$ cat src/rtl/power_pkg.sv
// Shared types and level helpers for the chassis power ramp PWM block.
package power_pkg;

    localparam int PWM_BITS  = 4;
    localparam int PWM_SLOTS = 16;

    localparam logic [PWM_BITS-1:0] LEVEL_ZERO = 4'd0;
    localparam logic [PWM_BITS-1:0] LEVEL_ONE  = 4'd1;
    localparam logic [PWM_BITS-1:0] LEVEL_MAX  = 4'd15;

    typedef enum logic [1:0] {
        IDLE      = 2'd0,
        RAMP_UP   = 2'd1,
        RAMP_DOWN = 2'd2,
        HOLD      = 2'd3
    } ramp_state_e;

    // One saturating step of the applied level toward the target.
    function automatic logic [PWM_BITS-1:0] step_toward(
        input logic [PWM_BITS-1:0] level,
        input logic [PWM_BITS-1:0] target
    );
        logic [PWM_BITS-1:0] next_level;
        if ((target > level) && (level != LEVEL_MAX)) begin
            next_level = level + LEVEL_ONE;
        end else if ((target < level) && (level != LEVEL_ZERO)) begin
            next_level = level - LEVEL_ONE;
        end else begin
            next_level = level;
        end
        return next_level;
    endfunction

    function automatic ramp_state_e classify(
        input logic [PWM_BITS-1:0] level,
        input logic [PWM_BITS-1:0] target
    );
        ramp_state_e st;
        if (target > level) begin
            st = RAMP_UP;
        end else if (target < level) begin
            st = RAMP_DOWN;
        end else if (level == LEVEL_ZERO) begin
            st = IDLE;
        end else begin
            st = HOLD;
        end
        return st;
    endfunction

endpackage

$ cat src/rtl/pwm_tick_gen.sv
// Prescaler and 16-slot PWM slot counter; flags the last tick of every period.
module pwm_tick_gen
    import power_pkg::*;
#(
    parameter int PRESC = 2
) (
    input  logic                clk,
    input  logic                rst,
    output logic                tick,
    output logic [PWM_BITS-1:0] pwm_cnt,
    output logic                boundary
);

    localparam int              PC_W       = (PRESC > 1) ? $clog2(PRESC) : 1;
    localparam logic [PC_W-1:0] PRESC_LAST = PC_W'(PRESC - 1);
    localparam logic [PC_W-1:0] PRESC_ONE  = PC_W'(1);

    logic [PC_W-1:0]     presc_cnt_q;
    logic [PC_W-1:0]     presc_cnt_d;
    logic [PWM_BITS-1:0] pwm_cnt_q;
    logic [PWM_BITS-1:0] pwm_cnt_d;
    logic                tick_s;

    // Next-count logic; the slot counter wraps 15 -> 0 naturally.
    always_comb begin
        tick_s      = (presc_cnt_q == PRESC_LAST);
        presc_cnt_d = presc_cnt_q;
        pwm_cnt_d   = pwm_cnt_q;
        if (tick_s) begin
            presc_cnt_d = '0;
            pwm_cnt_d   = pwm_cnt_q + LEVEL_ONE;
        end else begin
            presc_cnt_d = presc_cnt_q + PRESC_ONE;
        end
    end

    // Counter registers.
    always_ff @(posedge clk) begin
        if (rst) begin
            presc_cnt_q <= '0;
            pwm_cnt_q   <= '0;
        end else begin
            presc_cnt_q <= presc_cnt_d;
            pwm_cnt_q   <= pwm_cnt_d;
        end
    end

    assign tick     = tick_s;
    assign pwm_cnt  = pwm_cnt_q;
    assign boundary = tick_s && (pwm_cnt_q == LEVEL_MAX);

endmodule

$ cat src/rtl/power_ramp_pwm.sv
// Soft-ramped PWM drive for one chassis power actuator; level changes land only on period boundaries.
module power_ramp_pwm
    import power_pkg::*;
#(
    parameter int PRESC     = 2,
    parameter int RAMP_STEP = 2
) (
    input  logic                clk,
    input  logic                rst,
    input  logic [PWM_BITS-1:0] chs_power,
    input  logic                chs_mode,
    output logic                pwm_out,
    output logic [PWM_BITS-1:0] cur_level,
    output logic                busy,
    output logic                period_start
);

    localparam int              RC_W      = (RAMP_STEP > 1) ? $clog2(RAMP_STEP) : 1;
    localparam logic [RC_W-1:0] RAMP_LAST = RC_W'(RAMP_STEP - 1);
    localparam logic [RC_W-1:0] RAMP_ONE  = RC_W'(1);

    logic                tick_unused_s;
    logic [PWM_BITS-1:0] pwm_cnt_s;
    logic                boundary_s;

    logic [PWM_BITS-1:0] target_q,       target_d;
    logic [PWM_BITS-1:0] cur_level_q,    cur_level_d;
    logic [RC_W-1:0]     ramp_cnt_q,     ramp_cnt_d;
    ramp_state_e         state_q,        state_d;
    logic                pwm_out_q,      pwm_out_d;
    logic                busy_q,         busy_d;
    logic                period_start_q, period_start_d;

    logic [PWM_BITS-1:0] sampled_s;
    logic                reversal_s;
    logic [RC_W-1:0]     ramp_base_s;

    pwm_tick_gen #(
        .PRESC (PRESC)
    ) u_tick_gen (
        .clk      (clk),
        .rst      (rst),
        .tick     (tick_unused_s),
        .pwm_cnt  (pwm_cnt_s),
        .boundary (boundary_s)
    );

    // Target sampling, ramp pacing and state update, all gated by the period boundary.
    always_comb begin
        target_d       = target_q;
        cur_level_d    = cur_level_q;
        ramp_cnt_d     = ramp_cnt_q;
        state_d        = state_q;
        pwm_out_d      = (pwm_cnt_s < cur_level_q);
        period_start_d = boundary_s;

        sampled_s   = chs_mode ? chs_power : LEVEL_ZERO;
        // The previous target records which side of the level we were ramping toward.
        reversal_s  = ((target_q > cur_level_q) && (sampled_s < cur_level_q)) ||
                      ((target_q < cur_level_q) && (sampled_s > cur_level_q));
        ramp_base_s = reversal_s ? '0 : ramp_cnt_q;

        if (boundary_s) begin
            target_d = sampled_s;
            if (sampled_s == cur_level_q) begin
                ramp_cnt_d = '0;
            end else if (ramp_base_s == RAMP_LAST) begin
                cur_level_d = step_toward(cur_level_q, sampled_s);
                ramp_cnt_d  = '0;
            end else begin
                ramp_cnt_d = ramp_base_s + RAMP_ONE;
            end
            state_d = classify(cur_level_d, sampled_s);
        end else begin
            target_d = target_q;
        end

        case (state_d)
            RAMP_UP:   busy_d = 1'b1;
            RAMP_DOWN: busy_d = 1'b1;
            IDLE:      busy_d = 1'b0;
            HOLD:      busy_d = 1'b0;
            default:   busy_d = 1'b0;
        endcase
    end

    // State and output registers.
    always_ff @(posedge clk) begin
        if (rst) begin
            target_q       <= LEVEL_ZERO;
            cur_level_q    <= LEVEL_ZERO;
            ramp_cnt_q     <= '0;
            state_q        <= IDLE;
            pwm_out_q      <= 1'b0;
            busy_q         <= 1'b0;
            period_start_q <= 1'b0;
        end else begin
            target_q       <= target_d;
            cur_level_q    <= cur_level_d;
            ramp_cnt_q     <= ramp_cnt_d;
            state_q        <= state_d;
            pwm_out_q      <= pwm_out_d;
            busy_q         <= busy_d;
            period_start_q <= period_start_d;
        end
    end

    assign pwm_out      = pwm_out_q;
    assign cur_level    = cur_level_q;
    assign busy         = busy_q;
    assign period_start = period_start_q;

endmodule

$ cat config.mk
export PLATFORM = sky130hd
export DESIGN_NAME = power_ramp_pwm
export DESIGN_NICKNAME = d
export VERILOG_FILES = /design/src/rtl/power_pkg.sv /design/src/rtl/pwm_tick_gen.sv /design/src/rtl/power_ramp_pwm.sv
export SDC_FILE = /design/constraint.sdc
export NUM_CORES = 1
export LEC_CHECK = 0
export ABC_AREA = 1
export BUFFER_PORTS_ARGS = -buffer_cell sky130_fd_sc_hd__buf_2
export CORE_MARGIN = 4
export CORE_UTILIZATION = 66
export CTS_BUF_LIST = sky130_fd_sc_hd__clkbuf_4
export DETAILED_ROUTE_END_ITERATION = 10
export PLACE_DENSITY = 0.91
export SYNTH_ARGS = -nofsm -noshare
export SYNTH_HDL_FRONTEND = slang
export SYNTH_SLANG_ARGS = --single-unit
$ cat constraint.sdc
create_clock -name clk -period 5.9 [get_ports clk]
set_clock_uncertainty 0.1 [all_clocks]
set_input_delay 0.885 -clock clk [delete_from_list [all_inputs] [get_ports clk]]
set_output_delay 0.885 -clock clk [all_outputs]
set_load 0.02 [all_outputs]
# [Word level (Yosys, flattened, before mapping)]
# Cells that the tools add are included.
[word_totals] rom_bits=0 n_memories=0 register_bits=19 mem_bits_rw=0 inputBits=7 latchBits=0
[op_classes] shifts=0 div_mod_pow=0 n_eq_ne=6 bitwise=0 n_reduce_logical=12 n_addsub=5 n_mul=0 mux=14 order_cmp=7
[ops] operator="$mux W4" count=6
[ops] operator="$lt A4 B4 Y1" count=4
[ops] operator="$gt A4 B4 Y1" count=3
[ops] operator="$add A4 B1 Y4 const B" count=2
[ops] operator="$mux W2" count=4
[ops] operator="$reduce_or A2 Y1" count=3
[ops] operator="$logic_and A1 B1 Y1" count=5
[ops] operator="$eq A2 B2 Y1 const B" count=2
[ops] operator="$eq A4 B4 Y1" count=1
[ops] operator="$eq A4 B4 Y1 const B" count=1
[ops] operator="$logic_not A4 Y1" count=1
[ops] operator="$ne A4 B4 Y1 const B" count=1
[ops] operator="$reduce_bool A4 Y1" count=1
[ops] operator="$sub A4 B1 Y4 const B" count=1
[ops] operator="$mux W1" count=3
[ops] operator="$add A1 B1 Y1 const B" count=2
[ops] operator="$eq A2 B1 Y1 const B" count=1
[ops] operator="$logic_not A2 Y1" count=1
[ops] operator="$pmux W1 S2" count=1
[ops] operator="$logic_or A1 B1 Y1" count=1

# [Longest topological paths before layout]
# Gate-level depths: netlist of run 1.
[depth] depth_word=16 ltp_mapped=27

# [Cells and area by module]
# From an unflattened synthesis of run 1, not the netlist that was laid out.
[hier_totals] hier_cells=208 area_unflattened_um2=1490.2
[by_module_without_submodules] module="power_ramp_pwm" cells_each=182 area_per_inst_um2=1290.0 n_inst=1
[by_module_without_submodules] module="pwm_tick_gen" cells_each=26 area_per_inst_um2=200.2 n_inst=1

# [Least setup slack after synthesis of run 1]
# OpenSTA, ideal clock, no wires.
[synth_timing] path_type="input port to flip-flop" start="in chs_mode" end="reg busy_q (netlist: busy)" n_path_buf=0 path_slack_ps=2618 setup_ps=109 stages=24 t_arrival_ps=3073 required_time_ps=5691 cell_sequence="nand2_1 > inv_1 > ha_1 > nand2_1 > nand2_1 > nand4_4 > nand2_4 > nor2_2 > nor2_8 > nand3_4 > nand2_1 > inv_1 > nor2_2 > inv_1 > ha_1 > nand2_1 > o21ai_0 > nand2_1 > inv_1 > nand2_1 > nand3_1 > nand2_1 > nand2_1 > inv_1"
[synth_via] elab_chain_len=16
[synth_lines] item="start, declared" line="power_ramp_pwm.sv:11" source="input logic chs_mode,"
[synth_lines] item="$mux W4 (*)" line="power_ramp_pwm.sv:57" source="sampled_s = chs_mode ? chs_power : LEVEL_ZERO;"
[synth_lines] item="net sampled_s[1]" line="power_ramp_pwm.sv:34" source="logic [PWM_BITS-1:0] sampled_s;"
[synth_lines] item="parallel branches: the longest is 10 deep, another holds $lt A4 B4 Y1"
[synth_lines] item="$mux W2 (*)" line="power_pkg.sv:39" source="if (target > level) begin"
[synth_lines] item="$mux W2 (*)" line="power_ramp_pwm.sv:63" source="if (boundary_s) begin"
[synth_lines] item="$eq A2 B2 Y1 (tied with other cells)" line="power_ramp_pwm.sv:78" source="case (state_d)"
[synth_lines] item="$reduce_or A2 Y1 (no source line)"
[synth_lines] item="$pmux W1 S2 (*)" line="power_ramp_pwm.sv:78"
[synth_lines] item="end signal, assigned" line="power_ramp_pwm.sv:103" source="busy_q <= busy_d;"
[synth_lines] item="end, declared" line="power_ramp_pwm.sv:31" source="logic busy_q, busy_d;"
# Mark *: on every way through the listed nets, which the timed path passes. The select of a mux whose other input is x is not followed.
# A chain may end at the register's enable or synchronous reset.

# [Worst setup path after layout of run 1]
# Same ends and word-level chain as after synthesis.

==> impl_metrics.ini, run 1 <==
[run_status]
status = finished, final reports clean

[critical_path]
critPathMaxFanout = 6
cp_top_family = simple AND/OR/NAND/NOR gates
critPathKind = in2reg
r2r_cells = 25
worstPathRequired_ps = 6020
critPathArrivalTime_ps = 3630
r2r_start = cur_level[2]$_SDFFE_PP0P_
r2r-end = busy$_SDFF_PP0_
critical_path.max_stage_delay_ps = 340
reg2reg_slack_ps = 2480
slowest_stage = ha_1
worst-path-buf-inv = 5
cp-start-kind = input port
crit_path_end_kind = register
cp_common_cell = nand2_1

[synthesis]
synth_cell_types = 29
synth_async_sr_flop_share_pct = 0
netlist_top_cells_count = nand2_1, inv_1, dfxtp_1, ha_1, nor2_1
synth_edf_count = 0
syn_area_sq_um = 1470
synth_area_leaders = dfxtp_1, ha_1, nand2_1
synth_most_common_cell = nand2_1
synth_ff_type = dfxtp_1
ys_warn_count = 0
synthCells = 210
synth_top_area_share_pct = 25.8
avgSynthCellArea_sq_um = 7.02
yosysTopAreaCell = dfxtp_1
syn_nets = 234
ys_ff_latch = 19
ys_seq_area_share_pct = 25.8

[floorplan]
die_h_microns = 55.3
die-area_sq_um = 3050
start_util_pct = 72.2
die_w_microns = 55.3
fp.coreArea_sq_um = 2040
std_cell_rows = 16
io-pin-count = 14

[pwr]
p_comb_share_pct = 15.8
pwr-share-seq_pct = 55.5
ir_drop_uv = 124
power_frac_clock_pct = 28.8
powerDensity_nw_per_um2 = 151
power.switching_uw = 70.1
swShare_pct = 29.3
power_leakage_nw = 0.823
p_int_uw = 169

[drt]
wire_per_inst_microns = 13.2
wirelength_mm = 3.30
drtAntennaViolNets = 0
drt-pass1-iter-count = 4
vias_per_cell = 5.70
post-route-drc-count = 0
via_count = 1424
drtIter0Drc = 49

[global_routing]
grt_pass1_vias = 1357
gr-total-overflow = 0
grt_max_degree = 18
grt_pass1_wl_mm = 5.70
grt_use_total_pct = 22.5
grt_antenna_before_repair = 0

[finish]
layout-drive-gt1-share_pct = 19.3
antenna_cells = 0
fin_area_sq_um = 1580
area_growth_pct = 7.22
fill_cells = 166
fin_nets = 248

[clock_tree]
cts_hold_buf = 0
post_cts_buffers = 0
ctsLongestPathBuffers = 2
cts_resized = 0
cts_tree = done
h-tree-depth = 1
cts_sinks = 19
cts_buffers = 3
clk_latency_ps = 310
cts_root_buf = clkbuf_4
clk_pin_slew_worst_paths_ps = 110

[sta]
slew_violations = 0
setup_viol = 0
tns_ps = 0
tightest_slew_ps = 964
slew_headroom_pct = 35.5
hold_violations = 0
min_period_ps = 3510
post-route-period-util_pct = 59.5
rsz0062_at_grt = no
fmax_ghz = 0.285

[placement]
portBuffers = 13
place_area_sq_um = 1550
gp_congestion = 0.902
dp_hpwl_mm = 2.51

[min_path]
min_to = u_tick_gen.tick$_SDFF_PP0_
hp-class = reg2reg
worstHoldStart = u_tick_gen.tick$_SDFF_PP0_
hold_path_depth = 1

[run]
drv_cap = 0
cell type report:
cell class / count / area, sq um / area share, %
tap: 27 / 33.8 / 2.14
multi-input combinational: 151 / 938 / 59.4
clock inverter: 1 / 5.00 / 0.317
sequential: 19 / 380 / 24.1
clock buffer: 3 / 22.5 / 1.43
inverter: 36 / 135 / 8.55
timing repair buffer: 13 / 65.1 / 4.12
per-layer routing:
| layer | GRT usage, % | part of all wire [%] |
|---|---|---|
| met5 | 0 | 0 |
| met1 | 26.7 | 42 |
| met4 | 9.72 | 2.2 |
| met2 | 39.4 | 50 |
| met3 | 3.73 | 6.4 |
power groups by stage:
stage / clock (mW) / sequential [mW] / combinational [mW]
floorplan: 0 / 0.136 / 0.0282
global placement: 0 / 0.136 / 0.0350
detailed placement: 0 / 0.136 / 0.0373
CTS: 0.0700 / 0.133 / 0.0375
global route: 0.0748 / 0.133 / 0.0420
finish: 0.0689 / 0.133 / 0.0377
stage by stage:
step	hold WS, ps	std cells	utilization [%]	worst slack, ps	power (mW)
floorplan	366	210	-	2620	0.164
detailed placement	400	246	76.0	2130	0.173
global route	472	250	77.4	2160	0.250
global placement	390	246	76.0	2280	0.171
CTS	420	250	77.4	2440	0.240
finish	419	250	77.4	2390	0.239
cell usage in the layout, fill, tap and decap left out, types with 2 or more instances in the layout:
cell and n:
dfxtp_1 19, clkbuf_4 3, nor2_4 2, nand3_4 2
a21oi_1 14, nor2_1 15, o21a_1 2, inv_1 33
nand3_1 10, nand2_1 47, nand2_2 8, nor2_2 4
buf_2 13, ha_1 17, inv_2 3, o21ai_0 12
a211oi_1 2, nand4_1 6
cells by family (layout without fill, tap and decap cells):
family | count (synthesis) | after routing | share of synthesized area, %
adder cells (fa/ha/maj) | 17 | 17 | 14.4
AND/OR/NAND/NOR | 101 | 101 | 36.5
buffers and inverters | 40 | 53 | 10.5
flip-flops | 19 | 19 | 25.8
AO/OA/AOI/OAI | 33 | 33 | 12.7
state kept, by name, summed over array words and instances (netlist names):
name and cells:
u_tick_gen.tick 1, state_q 2, u_tick_gen.pwm_cnt 4, ramp_cnt_q 1
pwm_out 1, cur_level 4, busy 1, period_start 1
target_q 4
worst reg2reg max path, delay by kind of cell, from the launching register on:
| kind | cells | cell delay [ps] |
|---|---|---|
| simple gates | 16 | 1400 |
| fa+ha+maj | 2 | 610 |
| compound gates | 1 | 150 |
| buf+inv | 6 | 460 |
| flops | 1 | 650 |
worst max path at each step:
| stage | from | to | slack, ps | depth (start not counted) |
|---|---|---|---|---|
| 2_1_floorplan | chs_mode | busy$_SDFF_PP0_ | 2620 | 24 |
| 3_3_place_gp | chs_mode | busy$_SDFF_PP0_ | 2280 | 25 |
| 3_5_place_dp | chs_mode | busy$_SDFF_PP0_ | 2130 | 25 |
| 4_1_cts | chs_mode | busy$_SDFF_PP0_ | 2440 | 25 |
| 5_1_grt | chs_mode | busy$_SDFF_PP0_ | 2160 | 26 |
| 6_report | chs_mode | busy$_SDFF_PP0_ | 2390 | 25 |
Power figures use the tool's default switching activity.
==> run 2: changes to the inputs <==
--- a/config.mk
+++ b/config.mk
@@ -8,10 +8,10 @@
 export ABC_AREA = 1
 export BUFFER_PORTS_ARGS = -buffer_cell sky130_fd_sc_hd__buf_2
 export CORE_MARGIN = 4
-export CORE_UTILIZATION = 66
+export CORE_UTILIZATION = 55
 export CTS_BUF_LIST = sky130_fd_sc_hd__clkbuf_4
 export DETAILED_ROUTE_END_ITERATION = 10
-export PLACE_DENSITY = 0.91
+export PLACE_DENSITY = 0.82
 export SYNTH_ARGS = -nofsm -noshare
 export SYNTH_HDL_FRONTEND = slang
 export SYNTH_SLANG_ARGS = --single-unit
==> constraint.sdc (replaced) <==
create_clock -name clk -period 3.2 [get_ports clk]
set_clock_uncertainty 0.1 [all_clocks]
set_input_delay 0.48 -clock clk [delete_from_list [all_inputs] [get_ports clk]]
set_output_delay 0.48 -clock clk [all_outputs]
set_load 0.02 [all_outputs]
==> impl_metrics.ini, run 2 (synthesis gave the netlist of run 1 again) <==
[critical_path]
r2r_start = cur_level[3]$_SDFFE_PP0P_
cp-start-kind = register
crit_path_end_kind = register
worstPathRequired_ps = 3320
startpoint = cur_level[3]$_SDFFE_PP0P_
r2r-end = busy$_SDFF_PP0_
critPathArrivalTime_ps = 3030
reg2reg_slack_ps = 290
critPathKind = reg2reg
setup.worst_path.end = busy$_SDFF_PP0_
critPathMaxFanout = 6
r2r_cells = 22

[floorplan]
std_cell_rows = 18
io-pin-count = 14
die_w_microns = 59.8
fp.coreArea_sq_um = 2520
die_h_microns = 59.8
start_util_pct = 58.4
die-area_sq_um = 3570

[drt]
drt-pass1-iter-count = 4
drtIter0Drc = 56
wire_per_inst_microns = 12.1
post-route-drc-count = 0
vias_per_cell = 5.24
wirelength_mm = 3.18
drtAntennaViolNets = 0
via_count = 1373

[clock_tree]
cts_hold_buf = 0
ctsLongestPathBuffers = 2
clk_pin_slew_worst_paths_ps = 110
clk_latency_ps = 300
cts_tree = done
h-tree-depth = 1
cts_root_buf = clkbuf_4
cts_sinks = 19
cts_buffers = 3

[sta]
tightest_slew_ps = 402
setup_viol = 0
slew_violations = 0
tns_ps = 0
slew_headroom_pct = 72.5
post-route-period-util_pct = 90.8
whs_ps = 345
hold_violations = 0
fmax_ghz = 0.344
min_period_ps = 2910

[finish]
layout-drive-gt1-share_pct = 25.0
fin_nets = 257
layout_commonest_cell = nand2_1
area_growth_pct = 13.8
antenna_cells = 0
most-common-layout-cells = nand2_1, inv_1, dfxtp_1
fill_cells = 232

[pwr]
powerDensity_nw_per_um2 = 267
ir_drop_uv = 376
power_leakage_nw = 0.872

[run_status]
status = finished, final reports clean

[min_path]
hp-class = in2reg

[global_routing]
grt_pass1_wl_mm = 5.43
grt_max_degree = 18
grt_antenna_before_repair = 0
grt_use_total_pct = 19.7
grt_pass1_vias = 1267
gr-total-overflow = 0

[placement]
dp_hpwl_mm = 2.43
portBuffers = 13
gp_congestion = 0.850

[run]
drv_cap = 0
[run 2: report_power, final]
part | switching, mW | internal [mW] | total, mW
logic | 0.0462 | 0.0309 | 0.0771
registers | 0.00414 | 0.240 | 0.245
clock network | 0.0800 | 0.0467 | 0.127
total | 0.130 | 0.318 | 0.448
[run 2: routing by layer]
metal  global-route usage [%]  vias to the layer above  share of wire (%)
met3                     4.54                        2                3.5
met5                        0                        -                  0
met1                     24.1                      627                 47
met2                     33.8                       22                 49
li1                         -                      722                  -
met4                     6.01                        0               0.31
[run 2: cell type report]
class / instances / area [sq um] / share of cell area, %
Multi-Input combinational cell: 151 / 962 / 57.4
Sequential cell: 19 / 382 / 22.8
Inverter: 36 / 135 / 8.06
Timing Repair Buffer: 22 / 133 / 7.91
Tap cell: 30 / 37.5 / 2.24
Clock buffer: 3 / 22.5 / 1.34
Clock inverter: 1 / 5.00 / 0.299
[run 2: how the worst min path moves through the flow]
| stage | startpoint | end | slack (ps) | cells past startpoint |
|---|---|---|---|---|
| after detailed placement | target_q[1]$_SDFFE_PP0P_ | target_q[1]$_SDFFE_PP0P_ | 400 | 2 |
| after CTS | chs_power[3] | target_q[3]$_SDFFE_PP0P_ | 320 | 3 |
| final | chs_power[1] | target_q[1]$_SDFFE_PP0P_ | 340 | 3 |
| after floorplan | u_tick_gen.tick$_SDFF_PP0_ | u_tick_gen.tick$_SDFF_PP0_ | 370 | 1 |
| after global placement | u_tick_gen.tick$_SDFF_PP0_ | u_tick_gen.tick$_SDFF_PP0_ | 390 | 1 |
| after global routing | chs_power[1] | target_q[1]$_SDFFE_PP0P_ | 340 | 3 |
[run 2: repair_timing]
action / CTS / global route
setup endpoints to repair: 0 / 3
gates resized for setup: 0 / 9
buffers inserted: 0 / 1
[run 2: metrics by stage]
stage	area [sq um]	util (%)	setup slack (ps)	total power [mW]	cells
global placement	1620	64.1	10.8	0.321	257
global route	1680	66.5	-11.5	0.474	262
CTS	1640	65.2	193	0.455	261
detailed placement	1620	64.1	-59.9	0.323	257
floorplan	1470	-	227	0.302	210
finish	1680	66.5	294	0.448	262
[run 2: worst max-delay path, stage by stage (launching register included)]
cell	delay (ps)
dfxtp_2	350
inv_2	80
ha_1	340
a21oi_2	160
nand2_1	140
nand2_2	130
nor2_4	60
nor2_8	90
nand3_4	100
nand2_1	70
inv_1	40
nor2_2	140
inv_1	80
ha_1	310
nand2_1	60
o21ai_1	130
nand2_1	60
inv_1	70
nand2_1	70
nand3_1	90
nand2_1	60
nand2_1	60
inv_1	30
